<file path="config.mk">
export PLATFORM = sky130hd
export DESIGN_NAME = vga_fb_arbiter
export DESIGN_NICKNAME = d
export VERILOG_FILES = /design/src/rtl/vga_fb_arbiter.sv
export SDC_FILE = /design/constraint.sdc
export NUM_CORES = 1
export LEC_CHECK = 0
export CORE_AREA = 3 3 130 132
export DETAILED_ROUTE_END_ITERATION = 16
export DIE_AREA = 0 0 133 135
export HOLD_SLACK_MARGIN = 0.1
export PLACE_DENSITY = 0.69
export SLEW_MARGIN = 20
export SYNTH_ARGS = -nofsm -noshare
export SYNTH_HDL_FRONTEND = slang
export SYNTH_SLANG_ARGS = --single-unit
</file>
<file path="constraint.sdc">
create_clock -name clk -period 3.4 [get_ports clk]
set_input_delay 0.51 -clock clk [delete_from_list [all_inputs] [get_ports clk]]
set_output_delay 0.51 -clock clk [all_outputs]
set_load 0.1 [all_outputs]
</file>
<file path="src/rtl/vga_fb_arbiter.sv">
// Framebuffer RAM arbiter: VGA scanout fetches take priority, the drawing port
// gets all remaining cycles, and the front buffer swaps at the start of vblank.
module vga_fb_arbiter #(
  parameter int PIX_W    = 8,
  parameter int H_ACTIVE = 640,
  parameter int H_TOTAL  = 800,
  parameter int V_ACTIVE = 480,
  parameter int V_TOTAL  = 525
) (
  input  logic               clk,
  input  logic               reset,
  input  logic [9:0]         cnt_h,
  input  logic [9:0]         cnt_v,
  output logic [PIX_W-1:0]   pix_data,
  input  logic               req_valid,
  output logic               req_ready,
  input  logic               req_we,
  input  logic [17:0]        req_addr,
  input  logic [4*PIX_W-1:0] req_wdata,
  input  logic [3:0]         req_be,
  output logic               rsp_valid,
  output logic [4*PIX_W-1:0] rsp_rdata,
  input  logic               swap_req,
  output logic               front_buf,
  output logic               swap_done,
  output logic [17:0]        mem_addr,
  output logic               mem_we,
  output logic [3:0]         mem_be,
  output logic [4*PIX_W-1:0] mem_wdata,
  input  logic [4*PIX_W-1:0] mem_rdata
);

  localparam int WW = 4 * PIX_W;

  typedef enum logic {IDLE, PENDING} swap_state_t;

  swap_state_t   state, state_n;
  logic          swap_hit;
  logic          slot_line, slot_next, slot;
  logic          next_vis;
  logic [8:0]    disp_y;
  logic [7:0]    disp_g;
  logic          accept;
  logic          fetch_q;
  logic          rd_q;
  logic [WW-1:0] rdata_q;
  logic [WW-1:0] next_word, cur_word;
  logic [17:0]   addr_q;

  // Display slot decode: in-line prefetch of the following group, plus the
  // group-0 fetch for the next visible line near the end of each line.
  always_comb begin
    slot_line = (cnt_v < 10'(V_ACTIVE)) && (cnt_h[1:0] == 2'b00) &&
                (cnt_h <= 10'(H_ACTIVE - 8));
    next_vis  = (cnt_v < 10'(V_ACTIVE - 1)) || (cnt_v == 10'(V_TOTAL - 1));
    slot_next = (cnt_h == 10'(H_TOTAL - 4)) && next_vis;
    slot      = slot_line || slot_next;
    if (slot_next) begin
      disp_y = (cnt_v == 10'(V_TOTAL - 1)) ? 9'd0 : cnt_v[8:0] + 9'd1;
      disp_g = 8'd0;
    end else begin
      disp_y = cnt_v[8:0];
      disp_g = cnt_h[9:2] + 8'd1;
    end
  end

  assign req_ready = reset && !slot;
  assign accept    = req_valid && req_ready;

  always_comb begin
    mem_addr  = addr_q;
    mem_we    = 1'b0;
    mem_be    = '0;
    mem_wdata = '0;
    if (slot) begin
      mem_addr = {front_buf, disp_y, disp_g};
    end else if (accept) begin
      mem_addr  = req_addr;
      mem_we    = req_we;
      mem_be    = req_be;
      mem_wdata = req_wdata;
    end
  end

  // Read data arrives combinationally the cycle after accept; the holding
  // register keeps it stable until the next read completes.
  assign rsp_valid = rd_q && reset;
  assign rsp_rdata = rsp_valid ? mem_rdata : rdata_q;

  always_comb begin
    pix_data = '0;
    if ((cnt_h < 10'(H_ACTIVE)) && (cnt_v < 10'(V_ACTIVE)))
      pix_data = cur_word[cnt_h[1:0]*PIX_W +: PIX_W];
  end

  always_comb begin
    state_n  = state;
    swap_hit = 1'b0;
    case (state)
      IDLE:    if (swap_req) state_n = PENDING;
      PENDING: if ((cnt_v == 10'(V_ACTIVE)) && (cnt_h == 10'd0)) begin
        state_n  = IDLE;
        swap_hit = 1'b1;
      end
      default: state_n = IDLE;
    endcase
  end

  always_ff @(posedge clk) begin
    if (!reset) begin
      state     <= IDLE;
      front_buf <= 1'b0;
      swap_done <= 1'b0;
      fetch_q   <= 1'b0;
      rd_q      <= 1'b0;
      rdata_q   <= '0;
      next_word <= '0;
      cur_word  <= '0;
      addr_q    <= '0;
    end else begin
      state     <= state_n;
      front_buf <= front_buf ^ swap_hit;
      swap_done <= swap_hit;
      fetch_q   <= slot;
      rd_q      <= accept && !req_we;
      addr_q    <= mem_addr;
      if (fetch_q)
        next_word <= mem_rdata;
      if (cnt_h[1:0] == 2'b11)
        cur_word <= next_word;
      if (rd_q)
        rdata_q <= mem_rdata;
    end
  end

endmodule

</file>
Word level (Yosys, flattened, before mapping). Index checks and enable logic that the tools add are counted.

Input port bits: 111. Bits in registers: 119. Output and inout port bits: 99. Logic and storage cells: 55.

$lt $le $gt $ge: 4. Muxes and demuxes: 18. Reduce and logical (&&, ||, !) cells: 15. Equal/unequal tests: 4. Bitwise logic cells: 2. Shifts and indexed selects: 1. Add/subtract/negate cells: 2.

Operators by type and width (number): $mux 32 (3); $mux 18 (2); $shiftx 32x6->8 (1); $eq 10x10->1 const B (2); $lt 10x9->1 const B (2); $mux 9 (2); $mux 8 (2); $eq 10x9->1 const B (1); $le 10x10->1 const B (1); $logic_not 10->1 (1); $lt 10x10->1 const B (1); $add 9x1->9 const B (1); $logic_and 1x1->1 (9); $add 8x1->8 const B (1); $mux 4 (2); $mux 1 (6); $eq 2x2->1 const B (1); $logic_not 1->1 (2); $logic_not 2->1 (1); $logic_or 1x1->1 (2); $pmux 1 s2 (1); $not 1->1 (1); $xor 1x1->1 (1).

Longest topological paths before layout.
Depth after elaboration: 9. Depth in mapped cells: 8. Mapped depth without buffers: 7.

Least setup slack after synthesis. OpenSTA, ideal clock, no wires.

Kind: input port to output port. Start: input cnt_v[0]. End: output mem_addr[2]. Data required time: 2.890 ns. Stages: 7. Slack: -0.403 ns. Buffers on the path: 1. Arrival time: 3.293 ns. Path through: ha_1 > a41oi_1 > o2111ai_2 > buf_4 > o41ai_4 > nor2_2 > mux2i_1.

Longest elaborated chain between the ends: 9. Elaborated cells between the ends (all ways): 14. Those cells by class: 2 x order compare; 1 x eq/ne; 3 x mux; 8 x reduce/logical.

Ends and longest elaborated chain: start, declared (line 13) `input logic [9:0] cnt_v,`; $lt 10x9->1 (tied with other cells) (line 53) `slot_line = (cnt_v < 10'(V_ACTIVE)) && (cnt_h[1:0] == 2'b00) &&`; $logic_and 1x1->1 / $logic_or 1x1->1 (equally long branches) (line 53, 55); $logic_and 1x1->1, on equally long branches (line 53, 56); $logic_or 1x1->1 (line 57) `slot = slot_line || slot_next;`; $logic_not 1->1 (line 67) `assign req_ready = reset && !slot;`; $logic_and 1x1->1 (line 67); $logic_and 1x1->1 (line 68) `assign accept = req_valid && req_ready;`; $mux 18 (line 77) `end else if (accept) begin`; $mux 18 * (line 75) `if (slot) begin`; end, declared (line 26) `output logic [17:0] mem_addr,`.

Every way passes the cells marked *; elsewhere a longest branch is shown, timed or not.

Final worst setup path.
Start: input cnt_h[1]. End: output mem_wdata[5].

Longest elaborated chain between the ends: 9. Elaborated cells between the ends (all ways): 12. Those cells by class: 1 x order compare; 1 x eq/ne; 2 x mux; 8 x reduce/logical.

Ends and longest elaborated chain: start, declared (line 12) `input logic [9:0] cnt_h,`; parallel branches: the longest is 3 deep, another holds $le 10x10->1; $logic_or 1x1->1 * (line 57); $logic_not 1->1 (line 67); $logic_and 1x1->1 (line 67); $logic_and 1x1->1 (line 68); $mux 32 (line 77); $mux 32 * (line 75); end, declared (line 29) `output logic [4*PIX_W-1:0] mem_wdata,`.

Every way passes the cells marked *.

==> metrics.txt <==
# TYPE chip_impl_metric gauge
chip_impl_metric{name="placement.io_buffers",unit=""} 209
chip_impl_metric{name="clock_sink_count",unit=""} 119
chip_impl_metric{name="netlist_area",unit="mm²"} 0.00625
chip_impl_metric{name="crit_required",unit="ns"} 2.89
chip_impl_metric{name="netlist-cell-type-count",unit=""} 65
chip_impl_metric{name="arrival",unit="ns"} 2.85
chip_impl_metric{name="cts_made_buffers",unit=""} 17
chip_impl_info{name="most_instantiated_flip_flop_cell_in_the_synthesis_netlist",value="dfxtp_1"} 1
chip_impl_info{name="ctsRootBufferMaster",value="clkbuf_16"} 1
chip_impl_metric{name="drt-pass1-iter-count",unit=""} 4
chip_impl_metric{name="area.growth.synth_to_final",unit="%"} 67.3
chip_impl_metric{name="antenna_found_initial",unit=""} 0
chip_impl_metric{name="final.setup.worst_slack",unit="ns"} 0.0435
chip_impl_metric{name="cell_internal_pwr",unit="µW"} 2920
chip_impl_metric{name="multiInputGateArea",unit="mm²"} 0.00368
chip_impl_metric{name="post-synth-top-area-fraction",unit=""} 0.381
chip_impl_metric{name="synth.net_count",unit=""} 810
chip_impl_metric{name="postSynthCellCount",unit=""} 694
chip_impl_metric{name="clock_tree.htree_level_count",unit=""} 4
chip_impl_metric{name="finClkSkew",unit="ns"} 0.00789
chip_impl_metric{name="tns",unit="ns"} 0
chip_impl_metric{name="start_util",unit=""} 0.395
chip_impl_metric{name="nets",unit=""} 1039
chip_impl_info{name="timing.critical_path.from_type",value="input port"} 1
chip_impl_metric{name="ys_seq_elements",unit=""} 119
chip_impl_metric{name="die-area",unit="mm²"} 0.0180
chip_impl_metric{name="grt-ovfl-total",unit=""} 0
chip_impl_metric{name="numPlacedInstances",unit=""} 1113
chip_impl_info{name="status",value="completed"} 1
chip_impl_metric{name="grt_first_pass_wirelength",unit="µm"} 30700
chip_impl_metric{name="crit_path_max_fanout",unit=""} 18
chip_impl_metric{name="routedWlPerCell",unit="µm"} 16.7
chip_impl_metric{name="report.final.hold_viol_count",unit=""} 0
chip_impl_metric{name="drcViolationCount",unit=""} 0
chip_impl_metric{name="fin_area",unit="mm²"} 0.0105
chip_impl_metric{name="die_width",unit="µm"} 133
chip_impl_metric{name="slew_headroom",unit=""} 0.316
chip_impl_metric{name="stdcell_count",unit=""} 1152
chip_impl_metric{name="combinational_power_share",unit=""} 0.279
chip_impl_metric{name="first_iter_violations",unit=""} 417
chip_impl_info{name="category_of_the_worst_setup_path_capture_point",value="output pin"} 1
chip_impl_metric{name="min_period",unit="ns"} 3.36
chip_impl_metric{name="leakagePower",unit="µW"} 0.00416
chip_impl_metric{name="routed_vias",unit=""} 5881
chip_impl_metric{name="final_layout_size_suffix_gt1_frac",unit=""} 0.248
chip_impl_metric{name="report.final.slew_viol_count",unit=""} 0
chip_impl_metric{name="combined_flip_flop_and_latch_cell_area",unit="mm²"} 0.00238
chip_impl_metric{name="power.sequential.fraction",unit=""} 0.336
chip_impl_info{name="synth_top_cells_by_area",value="dfxtp_1, mux2i_1, nand2_1"} 1
chip_impl_metric{name="pin_count",unit=""} 210
chip_impl_metric{name="sw_frac_of_total",unit=""} 0.325
chip_impl_metric{name="power_total",unit="µW"} 4320
chip_impl_metric{name="antennaDiodeCount",unit=""} 0
chip_impl_metric{name="place.gp.congestion",unit=""} 0.896
chip_impl_metric{name="synth_area_per_cell",unit="µm²"} 9.01
chip_impl_metric{name="synth-edff-count",unit=""} 0
chip_impl_metric{name="final_antenna_net_count",unit=""} 0
chip_impl_metric{name="cap_violations",unit=""} 0
chip_impl_metric{name="die_height",unit="µm"} 135
chip_impl_metric{name="finalCritPeriodShare",unit=""} 0.987
chip_impl_metric{name="clock_latency_reported_for_the_late_side_of_the_worst_skew_pair",unit="ns"} 0.41
chip_impl_metric{name="power.ir.vdd_worst",unit="µV"} 352
chip_impl_metric{name="grt_start_max_net_pins",unit=""} 108
chip_impl_metric{name="count_of_yosys_warnings_during_synthesis",unit=""} 0
chip_impl_metric{name="tightest_slew",unit="ns"} 1.02
chip_impl_metric{name="placement.setup.worst_slack",unit="ns"} 0.0236
chip_impl_info{name="crit_chain",value="clkdlybuf4s50_1 -> or2_4 -> or3_4 -> o41ai_4 -> nor3_4 -> clkbuf_16 -> and2_1 -> buf_12"} 1
chip_impl_info{name="worst_hold_path_type",value="reg -> reg"} 1
chip_impl_metric{name="seq_area_frac_synth",unit=""} 0.381
chip_impl_metric{name="setup_viol",unit=""} 0
chip_impl_metric{name="num_rows",unit=""} 46
chip_impl_info{name="crit_path_top_delay_cell",value="clkdlybuf4s50_1"} 1
chip_impl_metric{name="switchingPower",unit="µW"} 1400
chip_impl_info{name="rsz0062_at_grt",value="no"} 1
chip_impl_metric{name="max_stage_delay",unit="ns"} 0.49
chip_impl_info{name="tritoncts_clock_tree",value="done"} 1
chip_impl_metric{name="placement.cell_area",unit="mm²"} 0.00977
chip_impl_metric{name="clock_pin_slew_on_the_worst_setup_and_hold_paths",unit="ns"} 0.05
chip_impl_metric{name="share_clk_of_total_power",unit=""} 0.384
chip_impl_metric{name="nFillCells",unit=""} 1247
chip_impl_metric{name="routed_wirelength",unit="µm"} 19200
chip_impl_info{name="path_class",value="in -> out"} 1
chip_impl_metric{name="pwr_density_cell",unit="mW/mm²"} 413
chip_impl_metric{name="via_to_cell_ratio",unit=""} 5.11
chip_impl_metric{name="synthArstFlopShare",unit=""} 0
chip_impl_metric{name="fp.coreArea",unit="mm²"} 0.0158
chip_impl_metric{name="cts_max_path_buffers",unit=""} 2
chip_impl_metric{name="grt_pass1_vias",unit=""} 5816
chip_impl_info{name="synthDominantAreaCellType",value="dfxtp_1"} 1
chip_impl_metric{name="global_route.usage.total",unit=""} 0.215
chip_impl_metric{name="rrSetupSlack",unit="ns"} 1.92
chip_impl_metric{name="hpwlAfterDp",unit="µm"} 14300
chip_impl_metric{name="achievable-frequency",unit="MHz"} 298
==> per-layer routing <==
metal | GRT usage | up-vias | share of wire
met4 | 0.0704 | 0 | 0.016
met1 | 0.266 | 2769 | 0.42
met2 | 0.365 | 187 | 0.49
li1 | - | 2900 | -
met5 | 0 | - | 0
met3 | 0.0574 | 25 | 0.067
==> power groups by stage <==
stage | clock network, µW | registers (µW) | logic [µW]
2_1_floorplan | 0 | 1470 | 691
3_3_place_gp | 0 | 1480 | 1190
3_5_place_dp | 0 | 1480 | 1200
4_1_cts | 1690 | 1450 | 1200
5_1_grt | 1760 | 1460 | 1260
6_report | 1660 | 1450 | 1210
==> metrics by stage <==
stage	hold WS (ns)	util
6_report	0.451	0.661
5_1_grt	0.474	0.661
4_1_cts	0.452	0.652
3_5_place_dp	0.444	0.617
3_3_place_gp	0.439	0.617
2_1_floorplan	0.431	-
==> cell usage after synthesis (4+ instances only) <==
library cell  instances
dfxtp_1             119
nand2_1              88
mux2i_1              86
nor2_1               78
a21oi_1              40
and2_1               39
mux2_1               29
clkbuf_1             27
buf_2                14
nor3_1               12
buf_1                10
nand3_1              10
o21a_1               10
mux4_2                8
nor2b_1               8
mux2_2                7
o21ai_0               6
o21ai_1               6
ha_1                  5
nand4_1               5
a31oi_1               4
inv_1                 4
o22ai_1               4
xnor2_1               4
==> timing repair <==
action,in CTS,in global routing
buffers inserted,0,6
endpoints found under the setup margin,0,52
gates resized for setup,0,15
hold buffers,0,0
==> cell families (layout without fill, tap and decap cells) <==
| kind of cell | after synthesis | in the layout | synth area share |
|---|---|---|---|
| flops | 119 | 119 | 0.381 |
| xor+xnor | 7 | 7 | 0.00981 |
| fa+ha+maj | 5 | 5 | 0.0100 |
| mux | 130 | 130 | 0.231 |
| buf+inv | 61 | 303 | 0.0420 |
| compound gates | 100 | 100 | 0.112 |
| simple gates | 272 | 272 | 0.214 |
==> state kept, by name, summed over array words and instances, names as in the netlist <==
register	cells
next_word	32
fetch_q	1
state	1
front_buf	1
rd_q	1
swap_done	1
addr_q	18
rdata_q	32
cur_word	32
==> placed cells by master (no fill, tap or decap), types with 4 or more instances in the layout <==
cell type / n
nor2b_1: 8
nand4_1: 5
nand3_1: 9
nor2_1: 78
and2_1: 39
o21a_1: 10
mux2i_1: 85
buf_12: 99
clkinv_2: 6
inv_1: 4
clkdlybuf4s50_1: 109
xnor2_1: 4
o21ai_0: 6
mux2_2: 7
buf_4: 52
a21oi_1: 40
dfxtp_1: 117
clkinv_4: 5
nor3_1: 12
clkbuf_16: 18
mux4_2: 8
ha_1: 4
mux2_1: 29
nand2_1: 88
==> worst max-delay path, delay by kind of cell <==
kind / cells / cell delay (ns)
AND/OR/NAND/NOR: 4 / 0.99
buffers and inverters: 3 / 0.86
AO/OA/AOI/OAI: 1 / 0.48
==> final timing paths <==
| path | cells after the start | from | end |
|---|---|---|---|
| setup / recovery | 8 | cnt_h[1] | mem_wdata[5] |
| hold / removal | 2 | cur_word[25] | cur_word[25] |
| setup reg to reg | 2 | fetch_q | next_word[13] |
| hold reg to reg | 2 | cur_word[25] | cur_word[25] |
==> layout make-up <==
class,instances,share of cell area
multi-input combinational,514,0.352
inverter,6,0.00227
clock buffer,17,0.0407
clock inverter,15,0.0126
timing repair buffer,265,0.338
sequential,119,0.228
tap,216,0.0258
(Power assumes the default switching activity.)
==> variant 1 (same settings) <==
`PIX_W`: 8 -> 6.
--- a/src/rtl/vga_fb_arbiter.sv
+++ b/src/rtl/vga_fb_arbiter.sv
@@ -1,7 +1,7 @@
 // Framebuffer RAM arbiter: VGA scanout fetches take priority, the drawing port
 // gets all remaining cycles, and the front buffer swaps at the start of vblank.
 module vga_fb_arbiter #(
-  parameter int PIX_W    = 8,
+  parameter int PIX_W    = 6,
   parameter int H_ACTIVE = 640,
   parameter int H_TOTAL  = 800,
   parameter int V_ACTIVE = 480,
Interface: changed (5 resized); port bits go from 210 to 176. No check against the original RTL was run, so the function may have changed too.
==> variant 1 against the unedited design <==
Setup slack better by 0.069 ns; power down 27%; design area down 20%; first-iteration DRC count down 28%; synthesized area down 17%; worst hold slack better by 0.0013 ns; wire length down 17%; sequential cell count down 24; largest power group is now sequential cells.
==> variant 1: results (changes against the unedited design) <==
Status:
- The run finished with clean final reports.

Power and ir drop:
- The static leakage was 0.00326 uW (-22%).
- The net switching power is 1080 uW (-23%).
- The worst IR drop on VDD came to 228 uV (-35%).

Clocking:
- The count of H-tree levels built during CTS is 3 (-1).
- The clock latency on the worst-skew pair is 0.33 ns (-0.08 ns).
- The clock buffer count from CTS is 9 (-8).

Worst setup path:
- The critical path startpoint is cnt_v[0].
- The reg2reg setup slack was 2.10 ns (+0.18 ns).
- The largest fanout on the critical path is 4 (-14).
- The critical register-to-register path endpoint is front_buf$_SDFF_PN0_.
- The critical-path cell with the highest stage delay is sky130_fd_sc_hd__clkdlybuf4s50_1.
- The startpoint identified for the worst register-to-register timing path is state$_SDFF_PN0_.
- The arrival time of the worst setup path is 2.78 ns (-0.07 ns).
- The cell class contributing the biggest share of worst-path delay is buffers and inverters.
- The worst setup path endpoint is mem_addr[8].

Worst hold path:
- The hold path startpoint is next_word[10]$_SDFFE_PN0P_.
- The end point of the worst hold path is cur_word[10]$_SDFFE_PN0N_.

STA:
- The slew at the pin closest to its max-slew limit is 0.975 ns (-0.0482 ns).
- The final clock skew is 0.00518 ns (-0.00271 ns).

Routing:
- The final routed wire length divided by cell count came to 16.4 microns (-1.6%).
- The detailed-route vias per instance came to 4.86 (-4.8%).
- The number of violations reported at the end of detailed-routing iteration 0 is 302 (-28%).
- The wire length after detailed routing is 15900 microns (-17%).

Final layout:
- The share of post-route cells with drive strength above 1 is 0.258 (+0.0104).
- The number of nets in the final layout is 851 (-18%).
- The largest registers in the layout are cur_word: 24 flops, next_word: 24 flops, rdata_q: 24 flops.
- The number of inserted filler cells in the final layout came to 1419 (+14%).

Yosys:
- The sequential area share after synthesis came to 0.366 (-0.0149).
- Counting instances in the post-synthesis netlist gives the leading cell types as sky130_fd_sc_hd__dfxtp_1 (95), sky130_fd_sc_hd__mux2i_1 (75), sky130_fd_sc_hd__nor2_1 (64).
- Yosys attributes the largest share of cell area to sky130_fd_sc_hd__dfxtp_1 (37%), sky130_fd_sc_hd__mux2i_1 (14%), sky130_fd_sc_hd__mux2_2 (7.2%), sky130_fd_sc_hd__nor2_1 (4.6%), sky130_fd_sc_hd__nand2_1 (4.5%).
- The count of cell types in the netlist is 57 (-12%).

Place:
- The number of cells in the design after placement was 956 (-14%).
- The quantity of I/O buffers inserted on ports is 175 (-16%).
- The cell area after placement is 8130 sq um (-17%).
- The final estimated routing congestion in global placement was 0.909 (+1.6%).

GRT:
- The pin count of the biggest net entering global routing is 84 (-22%).
variant 1: cells by family after synthesis:
family	synth area share
AND/OR/NAND/NOR	0.208
multiplexers	0.246
flip-flops	0.366
AO/OA/AOI/OAI	0.108
buffers and inverters	0.0455
XOR/XNOR	0.0135
adder cells (fa/ha/maj)	0.0120
variant 1: per-layer routing:
layer  vias up  wire length [microns]  track usage
met5         -                      0            0
met4         0                    229       0.0537
met3        18                   1230       0.0514
met2       190                   7630        0.300
met1      2159                   6850        0.213
li1       2354                      -            -
variant 1: area by class of cell:
cell class,instances,area [sq um],area share
repair buffers,208,2820,0.335
clock buffers,11,243,0.0289
well taps,216,270,0.0321
flip-flops and latches,95,1900,0.226
multi-input cells,431,3120,0.371
inverters,6,22.5,0.00268
clock inverters,4,30.0,0.00357
variant 1: repair_timing:
| action | 4_1_cts | 5_1_grt |
|---|---|---|
| endpoints found under the setup margin | 0 | 4 |
| hold buffers | 0 | 0 |
| gates resized for setup | 0 | 4 |
variant 1: through the flow:
stage / setup slack (ns) / hold WS, ns
final: 0.113 / 0.453
after global routing: 0.00789 / 0.471
after CTS: 0.0721 / 0.454
after detailed placement: 0.0742 / 0.444
after global placement: 0.100 / 0.442
after floorplan: -0.701 / 0.431
variant 1: worst min-delay path: cells and delay by family, from the launching register on:
family           cells  cell delay (ns)
AO/OA/AOI/OAI        1             0.05
flip-flops           1             0.31
AND/OR/NAND/NOR      1             0.05
variant 1: power groups by stage:
stage | Sequential (uW) | Combinational (uW) | Clock [uW]
global placement | 1180 | 1050 | 0
floorplan | 1180 | 614 | 0
CTS | 1160 | 1060 | 992
detailed placement | 1180 | 1050 | 0
finish | 1160 | 1050 | 956
global route | 1160 | 1090 | 1040
==> variant 2 (same flow settings) <==
Made on the original files. `addr_q` no longer has a reset.
--- a/src/rtl/vga_fb_arbiter.sv
+++ b/src/rtl/vga_fb_arbiter.sv
@@ -116,14 +116,12 @@
       rdata_q   <= '0;
       next_word <= '0;
       cur_word  <= '0;
-      addr_q    <= '0;
     end else begin
       state     <= state_n;
       front_buf <= front_buf ^ swap_hit;
       swap_done <= swap_hit;
       fetch_q   <= slot;
       rd_q      <= accept && !req_we;
-      addr_q    <= mem_addr;
       if (fetch_q)
         next_word <= mem_rdata;
       if (cnt_h[1:0] == 2'b11)
@@ -133,5 +131,9 @@
     end
   end
 
+  always_ff @(posedge clk) begin
+    addr_q <= mem_addr;
+  end
+
 endmodule
 
Function: changed (Yosys sat finds a counterexample within 4 cycles, from zero or initial values and one cycle with reset low).
==> variant 2 against the unedited design <==
Synthesized area decreased by 9.5%; clock skew decreased by 0.0013 ns; via count decreased by 12%; highest routed layer unchanged; setup slack improved by 0.11 ns; clock power increased by 2%; largest cell class is now buffers; non-clock buffer count decreased by 29; wire length decreased by 7.5%; sequential cell count unchanged; power increased by 5.2%; design area decreased by 7.6%.
==> variant 2: results (changes against the unedited design) <==
STA:
- The tightest hold margin was 0.451 ns (+0.0000530 ns).
- The setup slack of the critical path after layout is 0.152 ns (+0.108 ns).
- The final clock skew is 0.00657 ns (-0.00132 ns).

GRT:
- The aggregate global-route resource usage is 0.198 (-0.0165).
- The met2 usage in global routing is 0.313 (-0.0511).
- The via count of the first global-routing pass came to 5236 (-10%).
- The wire length of the first global-routing pass is 28400 microns (-7.4%).

Worst hold path:
- The worst hold path terminates at cur_word[23]$_SDFFE_PN0N_.
- The hold path startpoint is cur_word[23]$_SDFFE_PN0N_.

Worst setup path:
- The largest fanout on the critical path is 11 (-7).
- The critical register-to-register path endpoint is next_word[12]$_SDFFE_PN0P_.
- On the critical path the largest part of the delay comes from buffers and inverters.

Routing:
- The first-pass iteration count of the detailed router was 5 (+1).
- The overall via count from detail_route was 5147 (-12%).
- The routed metal-1 wirelength is 7950 microns (-2.1%).
- The routed wire length on met2 is 8620 microns (-9.3%).

Yosys:
- The instance count of the mapped netlist is 598 (-14%).
- The count of cell types in the netlist is 54 (-17%).
- After synthesis, the cell types taking the most area are sky130_fd_sc_hd__dfxtp_1 (42%), sky130_fd_sc_hd__mux2i_1 (14%), sky130_fd_sc_hd__mux2_2 (6.6%), sky130_fd_sc_hd__nand2_1 (4.6%), sky130_fd_sc_hd__nor2_1 (4.6%).
- The post-synthesis net count came to 714 (-12%).

Place:
- The final estimated routing congestion in global placement is 0.822 (-8.2%).
- The sum of net half-perimeters after detailed placement was 13600 microns (-4.7%).

Final layout:
- The number of signal-net inverters in the final layout is 7 (+1).
- The non-clock buffer contribution to total cell area was 0.339 (+0.000489).
- The proportion of cell area occupied by registers is 0.247 (+0.0187).
- The multi-input gate count was 432 (-16%).
- The count of buffers not belonging to the clock network in the layout is 236 (-11%).
- The sequential cell count of the final layout came to 119 (unchanged).
- The number of nets in the final layout came to 929 (-11%).
- The clock tree buffer count of the final layout is 23 (+6).
- The final design utilization is 0.611 (-0.0502).

Status:
- The flow ran to the end, and the final reports show no timing, DRC or antenna violations.

Power and ir drop:
- The net switching power is 1470 uW (+4.9%).
==> variant 2: cell count changes after synthesis, sizes merged, moves of 7 or more <==
cell,change
nor3,-7
o21a,-10
clkbuf,-8
buf,-7
nand2,-19
nor2,-10
==> variant 2: logic make-up (layout without fill, tap and decap cells) <==
family                   count (synthesis)  in the layout  share of synthesized area
AO/OA/AOI/OAI                           66             66                     0.0690
adder cells (fa/ha/maj)                  5              5                     0.0111
multiplexers                           123            123                      0.243
buffers and inverters                   47            274                     0.0378
flip-flops                             119            119                      0.421
AND/OR/NAND/NOR                        229            229                      0.204
XOR/XNOR                                 9              9                     0.0139
==> variant 2: power groups by stage <==
| stage | clock network, uW | logic [uW] | registers [uW] |
|---|---|---|---|
| floorplan | 0 | 791 | 1500 |
| global placement | 0 | 1350 | 1510 |
| detailed placement | 0 | 1360 | 1510 |
| CTS | 1740 | 1360 | 1480 |
| global route | 1820 | 1410 | 1490 |
| finish | 1700 | 1360 | 1480 |
